$ cat config.mk
export PLATFORM = sky130hd
export DESIGN_NAME = alu_sequencer_flat
export DESIGN_NICKNAME = d
export VERILOG_FILES = /design/src/rtl/alu_sequencer_if.sv /design/src/rtl/alu_sequencer.sv /design/src/flat_wrapper.sv
export SDC_FILE = /design/constraint.sdc
export NUM_CORES = 1
export LEC_CHECK = 0
export ABC_AREA = 1
export BUFFER_PORTS_ARGS = -buffer_cell sky130_fd_sc_hd__buf_2
export CORE_UTILIZATION = 49
export DETAILED_ROUTE_END_ITERATION = 7
export PLACE_DENSITY_LB_ADDON = 0.15
export SYNTH_ARGS = -nofsm -noshare
export SYNTH_HDL_FRONTEND = slang
export SYNTH_SLANG_ARGS = --single-unit
export TNS_END_PERCENT = 5
$ cat constraint.sdc
create_clock -name clock -period 2.1 [get_ports clock]
set_input_delay 0.42 -clock clock [delete_from_list [all_inputs] [get_ports clock]]
set_output_delay 0.42 -clock clock [all_outputs]
set_load 0.005 [all_outputs]
$ cat src/rtl/alu_sequencer_if.sv
// Control bundle between the hardwired ALU sequencer and its datapath:
// run/IR into the sequencer, one-hot register enables and datapath strobes out.
interface alu_sequencer_if #(
   parameter int NREG = 16
);
   logic            run;
   logic [31:0]     ir;
   logic [NREG-1:0] Rin;
   logic [NREG-1:0] Rout;
   logic            PCout;
   logic            PCin;
   logic            MARin;
   logic            IncPC;
   logic            Read;
   logic            MDRin;
   logic            MDRout;
   logic            IRin;
   logic            Yin;
   logic            Zlowin;
   logic            Zhighin;
   logic            Zlowout;
   logic            Zhighout;
   logic            LOin;
   logic            HIin;
   logic [3:0]      ALUop;
   logic            ALU_MUL;
   logic            ALU_DIV;
   logic            halted;
   logic            illegal;
   logic [15:0]     retired;

   modport master (
      input  run, ir,
      output Rin, Rout, PCout, PCin, MARin, IncPC, Read, MDRin, MDRout, IRin, Yin,
             Zlowin, Zhighin, Zlowout, Zhighout, LOin, HIin,
             ALUop, ALU_MUL, ALU_DIV, halted, illegal, retired
   );

   modport slave (
      output run, ir,
      input  Rin, Rout, PCout, PCin, MARin, IncPC, Read, MDRin, MDRout, IRin, Yin,
             Zlowin, Zhighin, Zlowout, Zhighout, LOin, HIin,
             ALUop, ALU_MUL, ALU_DIV, halted, illegal, retired
   );
endinterface

$ cat src/rtl/alu_sequencer.sv
// Hardwired control unit: fetch (T0-T2) then execute (T3-T6) of register-register
// ALU instructions; strobes are a Moore function of the state and the IR.
module alu_sequencer #(
   parameter int         NREG    = 16,
   parameter logic [4:0] HALT_OP = 5'd31
) (
   input logic            clock,
   input logic            clear,
   alu_sequencer_if.master bus
);

   typedef enum logic [3:0] {
      IDLE = 4'd0,
      T0   = 4'd1,
      T1   = 4'd2,
      T2   = 4'd3,
      T3   = 4'd4,
      T4   = 4'd5,
      T5   = 4'd6,
      T6   = 4'd7,
      HALT = 4'd8
   } state_t;

   state_t          state_r;
   state_t          state_s;
   logic            illegal_r;
   logic [15:0]     retired_r;
   logic            retire_s;
   logic            set_illegal_s;

   logic [4:0]      op_s;
   logic            cls_alu_s;
   logic            cls_muldiv_s;
   logic            cls_unary_s;
   logic            cls_halt_s;
   logic            cls_bad_s;
   logic [NREG-1:0] ra_oh_s;
   logic [NREG-1:0] rb_oh_s;
   logic [NREG-1:0] rc_oh_s;
   logic [14:0]     ir_unused_s;

   logic [NREG-1:0] rin_s;
   logic [NREG-1:0] rout_s;
   logic            pcout_s, pcin_s, marin_s, incpc_s, read_s, mdrin_s, mdrout_s, irin_s, yin_s;
   logic            zlowin_s, zhighin_s, zlowout_s, zhighout_s, loin_s, hiin_s;
   logic [3:0]      aluop_s;
   logic            alu_mul_s;
   logic            alu_div_s;

   function automatic logic [NREG-1:0] onehot(input logic [3:0] idx);
      onehot = {{(NREG-1){1'b0}}, 1'b1} << idx;
   endfunction

   assign ir_unused_s = bus.ir[14:0];

   // Opcode class decode; HALT_OP takes priority should it alias a defined opcode.
   always_comb begin
      op_s         = bus.ir[31:27];
      ra_oh_s      = onehot(bus.ir[26:23]);
      rb_oh_s      = onehot(bus.ir[22:19]);
      rc_oh_s      = onehot(bus.ir[18:15]);
      cls_halt_s   = (op_s == HALT_OP);
      cls_alu_s    = !cls_halt_s && (op_s <= 5'd8);
      cls_muldiv_s = !cls_halt_s && ((op_s == 5'd9) || (op_s == 5'd10));
      cls_unary_s  = !cls_halt_s && ((op_s == 5'd11) || (op_s == 5'd12));
      cls_bad_s    = !(cls_halt_s || cls_alu_s || cls_muldiv_s || cls_unary_s);
   end

   // Next-state logic; retire_s marks the edge leaving an instruction's last cycle.
   always_comb begin
      state_s       = state_r;
      retire_s      = 1'b0;
      set_illegal_s = 1'b0;
      case (state_r)
         IDLE: begin
            if (bus.run) state_s = T0;
            else         state_s = IDLE;
         end
         T0: state_s = T1;
         T1: state_s = T2;
         T2: state_s = T3;
         T3: begin
            if (cls_halt_s) begin
               retire_s = 1'b1;
               state_s  = HALT;
            end else if (cls_bad_s) begin
               set_illegal_s = 1'b1;
               state_s       = HALT;
            end else begin
               state_s = T4;
            end
         end
         T4: begin
            if (cls_unary_s) begin
               retire_s = 1'b1;
               state_s  = bus.run ? T0 : IDLE;
            end else begin
               state_s = T5;
            end
         end
         T5: begin
            if (cls_muldiv_s) begin
               state_s = T6;
            end else begin
               retire_s = 1'b1;
               state_s  = bus.run ? T0 : IDLE;
            end
         end
         T6: begin
            retire_s = 1'b1;
            state_s  = bus.run ? T0 : IDLE;
         end
         HALT:    state_s = HALT;
         default: state_s = IDLE;
      endcase
   end

   // State, sticky illegal flag and wrapping retired-instruction counter.
   always_ff @(posedge clock) begin
      if (clear) begin
         state_r   <= IDLE;
         illegal_r <= 1'b0;
         retired_r <= 16'd0;
      end else begin
         state_r <= state_s;
         if (set_illegal_s) illegal_r <= 1'b1;
         if (retire_s)      retired_r <= retired_r + 16'd1;
      end
   end

   // Moore strobe decode: exactly one bus driver in any cycle, nothing in IDLE/HALT.
   always_comb begin
      rin_s      = {NREG{1'b0}};
      rout_s     = {NREG{1'b0}};
      pcout_s    = 1'b0;
      pcin_s     = 1'b0;
      marin_s    = 1'b0;
      incpc_s    = 1'b0;
      read_s     = 1'b0;
      mdrin_s    = 1'b0;
      mdrout_s   = 1'b0;
      irin_s     = 1'b0;
      yin_s      = 1'b0;
      zlowin_s   = 1'b0;
      zhighin_s  = 1'b0;
      zlowout_s  = 1'b0;
      zhighout_s = 1'b0;
      loin_s     = 1'b0;
      hiin_s     = 1'b0;
      aluop_s    = 4'd0;
      alu_mul_s  = 1'b0;
      alu_div_s  = 1'b0;
      case (state_r)
         T0: begin
            pcout_s  = 1'b1;
            marin_s  = 1'b1;
            incpc_s  = 1'b1;
            zlowin_s = 1'b1;
         end
         T1: begin
            zlowout_s = 1'b1;
            pcin_s    = 1'b1;
            read_s    = 1'b1;
            mdrin_s   = 1'b1;
         end
         T2: begin
            mdrout_s = 1'b1;
            irin_s   = 1'b1;
         end
         T3: begin
            if (cls_alu_s) begin
               rout_s = rb_oh_s;
               yin_s  = 1'b1;
            end else if (cls_muldiv_s) begin
               rout_s = ra_oh_s;
               yin_s  = 1'b1;
            end else if (cls_unary_s) begin
               rout_s   = rb_oh_s;
               aluop_s  = op_s[3:0];
               zlowin_s = 1'b1;
            end else begin
               rout_s = {NREG{1'b0}};
            end
         end
         T4: begin
            if (cls_alu_s) begin
               rout_s   = rc_oh_s;
               aluop_s  = op_s[3:0];
               zlowin_s = 1'b1;
            end else if (cls_muldiv_s) begin
               rout_s    = rb_oh_s;
               alu_mul_s = (op_s == 5'd9);
               alu_div_s = (op_s == 5'd10);
               zlowin_s  = 1'b1;
               zhighin_s = 1'b1;
            end else if (cls_unary_s) begin
               zlowout_s = 1'b1;
               rin_s     = ra_oh_s;
            end else begin
               rin_s = {NREG{1'b0}};
            end
         end
         T5: begin
            if (cls_alu_s) begin
               zlowout_s = 1'b1;
               rin_s     = ra_oh_s;
            end else if (cls_muldiv_s) begin
               zlowout_s = 1'b1;
               loin_s    = 1'b1;
            end else begin
               rin_s = {NREG{1'b0}};
            end
         end
         T6: begin
            if (cls_muldiv_s) begin
               zhighout_s = 1'b1;
               hiin_s     = 1'b1;
            end else begin
               hiin_s = 1'b0;
            end
         end
         default: rin_s = {NREG{1'b0}};
      endcase
   end

   assign bus.Rin      = rin_s;
   assign bus.Rout     = rout_s;
   assign bus.PCout    = pcout_s;
   assign bus.PCin     = pcin_s;
   assign bus.MARin    = marin_s;
   assign bus.IncPC    = incpc_s;
   assign bus.Read     = read_s;
   assign bus.MDRin    = mdrin_s;
   assign bus.MDRout   = mdrout_s;
   assign bus.IRin     = irin_s;
   assign bus.Yin      = yin_s;
   assign bus.Zlowin   = zlowin_s;
   assign bus.Zhighin  = zhighin_s;
   assign bus.Zlowout  = zlowout_s;
   assign bus.Zhighout = zhighout_s;
   assign bus.LOin     = loin_s;
   assign bus.HIin     = hiin_s;
   assign bus.ALUop    = aluop_s;
   assign bus.ALU_MUL  = alu_mul_s;
   assign bus.ALU_DIV  = alu_div_s;
   assign bus.halted   = (state_r == HALT);
   assign bus.illegal  = illegal_r;
   assign bus.retired  = retired_r;

endmodule
$ cat src/flat_wrapper.sv
// flat-port wrapper written by rule: the top's interface ports become plain ports
module alu_sequencer_flat 
#(
   parameter int         NREG    = 16,
   parameter logic [4:0] HALT_OP = 5'd31
)
  (clock, clear, bus_run, bus_ir, bus_Rin, bus_Rout, bus_PCout, bus_PCin, bus_MARin, bus_IncPC, bus_Read, bus_MDRin, bus_MDRout, bus_IRin, bus_Yin, bus_Zlowin, bus_Zhighin, bus_Zlowout, bus_Zhighout, bus_LOin, bus_HIin, bus_ALUop, bus_ALU_MUL, bus_ALU_DIV, bus_halted, bus_illegal, bus_retired);
  alu_sequencer_if #(.NREG(NREG)) bus_i ();
  input logic clock;
  input logic clear;
  input wire logic [$bits(bus_i.run)-1:0] bus_run;
  input wire logic [$bits(bus_i.ir)-1:0] bus_ir;
  output wire logic [$bits(bus_i.Rin)-1:0] bus_Rin;
  output wire logic [$bits(bus_i.Rout)-1:0] bus_Rout;
  output wire logic [$bits(bus_i.PCout)-1:0] bus_PCout;
  output wire logic [$bits(bus_i.PCin)-1:0] bus_PCin;
  output wire logic [$bits(bus_i.MARin)-1:0] bus_MARin;
  output wire logic [$bits(bus_i.IncPC)-1:0] bus_IncPC;
  output wire logic [$bits(bus_i.Read)-1:0] bus_Read;
  output wire logic [$bits(bus_i.MDRin)-1:0] bus_MDRin;
  output wire logic [$bits(bus_i.MDRout)-1:0] bus_MDRout;
  output wire logic [$bits(bus_i.IRin)-1:0] bus_IRin;
  output wire logic [$bits(bus_i.Yin)-1:0] bus_Yin;
  output wire logic [$bits(bus_i.Zlowin)-1:0] bus_Zlowin;
  output wire logic [$bits(bus_i.Zhighin)-1:0] bus_Zhighin;
  output wire logic [$bits(bus_i.Zlowout)-1:0] bus_Zlowout;
  output wire logic [$bits(bus_i.Zhighout)-1:0] bus_Zhighout;
  output wire logic [$bits(bus_i.LOin)-1:0] bus_LOin;
  output wire logic [$bits(bus_i.HIin)-1:0] bus_HIin;
  output wire logic [$bits(bus_i.ALUop)-1:0] bus_ALUop;
  output wire logic [$bits(bus_i.ALU_MUL)-1:0] bus_ALU_MUL;
  output wire logic [$bits(bus_i.ALU_DIV)-1:0] bus_ALU_DIV;
  output wire logic [$bits(bus_i.halted)-1:0] bus_halted;
  output wire logic [$bits(bus_i.illegal)-1:0] bus_illegal;
  output wire logic [$bits(bus_i.retired)-1:0] bus_retired;
  assign bus_i.run = bus_run;
  assign bus_i.ir = bus_ir;
  assign bus_Rin = bus_i.Rin;
  assign bus_Rout = bus_i.Rout;
  assign bus_PCout = bus_i.PCout;
  assign bus_PCin = bus_i.PCin;
  assign bus_MARin = bus_i.MARin;
  assign bus_IncPC = bus_i.IncPC;
  assign bus_Read = bus_i.Read;
  assign bus_MDRin = bus_i.MDRin;
  assign bus_MDRout = bus_i.MDRout;
  assign bus_IRin = bus_i.IRin;
  assign bus_Yin = bus_i.Yin;
  assign bus_Zlowin = bus_i.Zlowin;
  assign bus_Zhighin = bus_i.Zhighin;
  assign bus_Zlowout = bus_i.Zlowout;
  assign bus_Zhighout = bus_i.Zhighout;
  assign bus_LOin = bus_i.LOin;
  assign bus_HIin = bus_i.HIin;
  assign bus_ALUop = bus_i.ALUop;
  assign bus_ALU_MUL = bus_i.ALU_MUL;
  assign bus_ALU_DIV = bus_i.ALU_DIV;
  assign bus_halted = bus_i.halted;
  assign bus_illegal = bus_i.illegal;
  assign bus_retired = bus_i.retired;
  alu_sequencer #(.NREG(NREG), .HALT_OP(HALT_OP)) u_core (.clock(clock), .clear(clear), .bus(bus_i));
endmodule
## Word-level counts from Yosys, hierarchy flattened

Index checks and enable logic that the tools add are counted.

- Memories kept: 0
- Memory bits (writable): 0
- Word-level logic and storage cells: 81
- Bits in latches: 0
- Bits of input ports: 35
- Output and inout bits: 71
- Flip-flop bits (word level): 21
- Memory bits (read-only): 0

- Order comparisons: 1
- Multiplexer cells: 49
- Reductions and logical operators: 11
- Add/subtract/negate cells: 1
- Shifts and indexed selects: 3
- $mul: 0
- Bitwise operators: 0
- Divide/modulo/power cells: 0
- Equal/unequal tests: 13

Operator list:

| operator | number |
|---|---|
| $mux W16 | 9 |
| $pmux W16 S2 | 2 |
| $shl A1 B4 Y16 const A | 3 |
| $mux W4 | 8 |
| $pmux W4 S8 | 1 |
| $mux W1 | 25 |
| $eq A5 B4 Y1 const B | 4 |
| $add A16 B1 Y16 const B | 1 |
| $eq A4 B3 Y1 const B | 4 |
| $eq A4 B2 Y1 const B | 2 |
| $pmux W4 S2 | 1 |
| $pmux W1 S3 | 2 |
| $eq A5 B5 Y1 const B | 1 |
| $le A5 B4 Y1 const B | 1 |
| $logic_or A1 B1 Y1 | 5 |
| $eq A4 B1 Y1 const B | 1 |
| $eq A4 B4 Y1 const B | 1 |
| $logic_not A4 Y1 | 1 |
| $pmux W1 S4 | 1 |
| $logic_and A1 B1 Y1 | 3 |
| $reduce_or A2 Y1 | 1 |
| $logic_not A1 Y1 | 1 |

## Logic depth before layout (Yosys ltp)

- Word-level depth: 9
- Gate-level depth with buffers: 11
- Mapped depth without buffers: 11

## Worst setup path before layout

No wires, ideal clock.

- Path type: input to output
- Start point: input port bus_ir[27]
- End point: output port bus_Rin[2]
- Setup slack: 0.302 ns
- Buffers on the path: 2
- Data arrival time: 1.378 ns
- Stages: 8
- Data required time: 1.680 ns
- Cells stage by stage: nor2_1 -> nor2_1 -> nor2_1 -> inv_2 -> o21a_1 -> buf_6 -> buf_6 -> nor3_2

- Word-level cells in the longest chain between the ends: 7
- Elaborated cells on any way between the ends: 17
- Those cells by class: 1 x order compare; 5 x eq/ne; 5 x mux; 6 x reduce/logical

Ends and longest elaborated chain:

| what | line | source |
|---|---|---|
| start, declared | flat_wrapper.sv:12 | `input wire logic [$bits(bus_i.ir)-1:0] bus_ir;` |
| $eq A5 B5 Y1 or $eq A5 B4 Y1 (tied branches) | alu_sequencer.sv:62, alu_sequencer.sv:65 |  |
| $logic_not A1 Y1 or $logic_or A1 B1 Y1 (tied branches) | alu_sequencer.sv:63, alu_sequencer.sv:64, alu_sequencer.sv:65 |  |
| $logic_and A1 B1 Y1 | alu_sequencer.sv:65 | `cls_unary_s = !cls_halt_s && ((op_s == 5'd11) \|\| (op_s == 5'd12));` |
| $mux W16 | alu_sequencer.sv:196 | `end else if (cls_unary_s) begin` |
| $mux W16 | alu_sequencer.sv:190 | `end else if (cls_muldiv_s) begin` |
| $mux W16 | alu_sequencer.sv:186 | `if (cls_alu_s) begin` |
| $pmux W16 S2 * | alu_sequencer.sv:153 | `case (state_r)` |
| end, declared | flat_wrapper.sv:13 | `output wire logic [$bits(bus_i.Rin)-1:0] bus_Rin;` |

Every way passes the cells marked *; elsewhere a longest branch is shown, timed or not.

## Final worst setup path

- Start point: register u_core.state_r[3]
- End point: output port bus_Rin[2]

- Word-level cells in the longest chain between the ends: 2
- Elaborated cells on any way between the ends: 3
- Those cells by class: 2 x eq/ne; 1 x mux

Ends and longest elaborated chain:

| what | line | source |
|---|---|---|
| start, declared | alu_sequencer.sv:24 | `state_t state_r;` |
| start signal, assigned | alu_sequencer.sv:125 | `state_r <= state_s;` |
| $eq A4 B3 Y1 | alu_sequencer.sv:153 |  |
| $pmux W16 S2 * | alu_sequencer.sv:153 |  |

Marked as above.

==> flow_summary.yaml <==
sta:
  fmax_mhz: 465
  fin_ws_ns: -0.0511
  skew_ns: 0.00338
  hold_viol: 0
  worst_slew_pin_slew_ns: 0.427
  slew_headroom_pct: 71.4
  setup_violations: 18
  fin_crit_ns: 2.15
  whs_ns: 0.451
  min_period_over_period_pct: 102
  slew_viol_final: 0
  grt_setup_unrepaired: "yes"
clocking:
  cts_buffers: 3
  clock_latency_ns: 0.27
  h-tree-depth: 1
  cts.clk_slew.worst_paths_ns: 0.08
  tritoncts: "built"
  cts_hold_buf: 0
  cts-root-buf: "clkbuf_8"
  cts_sinks: 21
  cts_buffer_depth: 2
die:
  die_area_um2: 5510
  io_pins: 106
  core_um2: 4880
  die_h_um: 74.2
  floorplan.initialDensity_pct: 52.4
  placementRows: 25
  die-width_um: 74.2
place:
  place_area_um2: 3140
  place_inst: 620
  dp_hpwl_um: 5950
  gp_congestion: 0.969
  portBuffers: 90
worst_setup_path:
  cp_data_required_time_ns: 1.68
  r2r_slack_ns: 0.41
  path_cells: "inv_2, nand2_4, nor2_4, buf_6, nand3_4, o21a_4, buf_6, nor3_2, buf_2"
  critPathTopFamily: "simple AND/OR/NAND/NOR gates"
  critical_path_buf_inv_count: 4
  startpoint: "u_core.state_r[3]"
  worst_path_max_delay_cell: "dfxtp_2"
  rr_worst_depth: 9
  crit_top_cell: "buf_6"
  worstSetupPathType: "register to output port"
  regToRegEndpoint: "u_core.bus.retired[3]"
  reg2reg_from: "u_core.state_r[3]"
  worstSetupEndpointType: "output port"
  path_max_fanout: 6
  cp.arrival_ns: 1.73
  cp-start-kind: "register"
  crit_path_max_incr_delay_ns: 0.33
  path_depth: 9
finish:
  nNetsFinal: 606
  fill_cells: 448
  drive_gt1_share_pct: 33.9
  final_cells: 636
  num_antenna_cells: 0
  areaGrowthSynthToFinish_pct: 37.3
  fin_area_um2: 3510
logic_synthesis:
  yosys_most_used_dff: "dfxtp_1"
  synthArstFlopShare_pct: 0
  synth_fp_nets: 502
  netlist.area_leader.share_pct: 16.4
  yosysWarnings: 0
  syn_area_um2: 2560
  synth_xor_area_share_pct: 2.74
  synth-simple-area-share_pct: 50.3
  yosys-top-cells-count: "108 x nand2_1, 65 x inv_1, 64 x nor2_1"
  synthMuxAreaShare_pct: 0
  yosysTopAreaCell: "dfxtp_1"
  syn_inst: 466
  synth-seq-area-share_pct: 16.4
  synthDistinctLibCells: 33
  synth-compound-area-share_pct: 13.7
  synth_edf_count: 0
  synth.most_common_cell: "nand2_1"
  synthAdderAreaFrac_pct: 0.489
  yosys_register_bits: 21
  syn_area_per_cell_um2: 5.49
  synth_top_family_by_area: "simple AND/OR/NAND/NOR gates"
  synth.area.top_cells: "dfxtp_1 16%, nand2_1 16%, inv_1 9.5%"
pwr:
  vdd_drop_max_v: 0.000273
  p_total_uw: 996
  power.leakage_nw: 1.71
  cellPowerDensity_nw_per_um2: 284
drt:
  wire_per_inst_um: 13.7
  drc_errors: 0
  vias: 3530
  dr.first_iter.drc_count: 302
  drt_wl_total_um: 8740
  drt_first_pass_iters: 6
  ant_nets: 0
  viasPerCell: 5.55
job:
  cap_violations: 0
global_routing:
  grt_overflow: 0
  grt_pass1_vias: 2874
  grt_pass1_wl_um: 12600
  grt_usage_pct: 28.3
  antenna_found_initial: 0
  grt_max_degree: 22
hold_path:
  hold_path_class: "input port to register"
  hold_depth: 5
  min_from: "bus_run"
  hold_end: "u_core.state_r[0]"
outcome:
  status: "finished with violations"
  violations: "setup timing"
==> registers in the layout, indices dropped and copies added, names as in the netlist <==
signal,count
u_core.bus.retired,16
u_core.state_r,4
u_core.bus.illegal,1
==> how the worst max path moves through the flow <==
stage / end
6_report: bus_Rin[2]
5_1_grt: bus_Rout[0]
4_1_cts: bus_Rout[15]
3_5_place_dp: bus_Rout[0]
3_3_place_gp: bus_Rout[4]
2_1_floorplan: bus_Rin[2]
==> worst min-delay path: stages <==
cell,delay [ns]
buf_2,0.08
nand2_1,0.04
nand2_1,0.05
nor2_1,0.04
nor2_1,0.06
==> timing repair <==
item                       in CTS  in global routing
setup endpoints to repair      37                 30
buffers inserted                4                  7
pin swaps                       2                 12
cloned                          0                  1
gates resized for setup        25                 52
==> through the flow <==
stage / TNS, ns / worst slack [ns] / utilization [%]
CTS: -0.301 / -0.0393 / 66.8
global placement: -5.70 / -0.282 / 64.3
detailed placement: -7.33 / -0.329 / 64.3
floorplan: 0 / 0.302 / -
finish: -0.369 / -0.0511 / 71.9
global route: -2.62 / -0.125 / 71.9
==> area by class of cell <==
cell class,count,area (µm²),share of cell area (%)
Clock buffer,3,41.3,1.18
Clock inverter,1,5.00,0.143
Inverter,71,272,7.74
Multi-Input combinational cell,349,1920,54.7
Sequential cell,21,425,12.1
Tap cell,67,83.8,2.39
Timing Repair Buffer,124,764,21.8
==> cell usage in the layout (no fill, tap or decap), types with 3 or more instances in the layout <==
cell type,n
nand3_2,10
nand4_1,38
nand3_1,24
nand2_2,3
o22ai_1,6
inv_1,60
buf_2,90
buf_6,9
nand2_1,105
nor2_2,7
xor2_1,6
nor3_1,13
o21ai_0,10
a21o_1,4
inv_2,8
a21oi_1,23
nor2_1,54
o22ai_2,4
clkbuf_8,3
buf_4,23
dfxtp_1,17
dfxtp_2,4
nand2_4,3
o21ai_1,5
nor2_4,7
o21ai_2,6
==> logic make-up after synthesis <==
family	Yosys count
AND/OR/NAND/NOR	277
XOR/XNOR	8
adder cells (fa/ha/maj)	1
flip-flops	21
buffers and inverters	97
AO/OA/AOI/OAI	62
==> routing by layer <==
metal	up-vias	global-route usage, %	share of wire (%)	wire [µm]
met5	-	0	0	0
met4	0	5.24	1.7	148
met3	18	4.34	7.7	673
met2	183	48.9	48	4160
met1	1599	37.7	43	3760
li1	1730	-	-	-
==> report_power, final <==
part / switching [mW] / leakage [nW] / internal (mW) / total (mW)
Clock: 0.141 / 0.0255 / 0.133 / 0.274
Combinational: 0.201 / 1.51 / 0.105 / 0.305
Sequential: 0.0101 / 0.171 / 0.407 / 0.417
No activity file was read; power rests on OpenSTA's default activity.
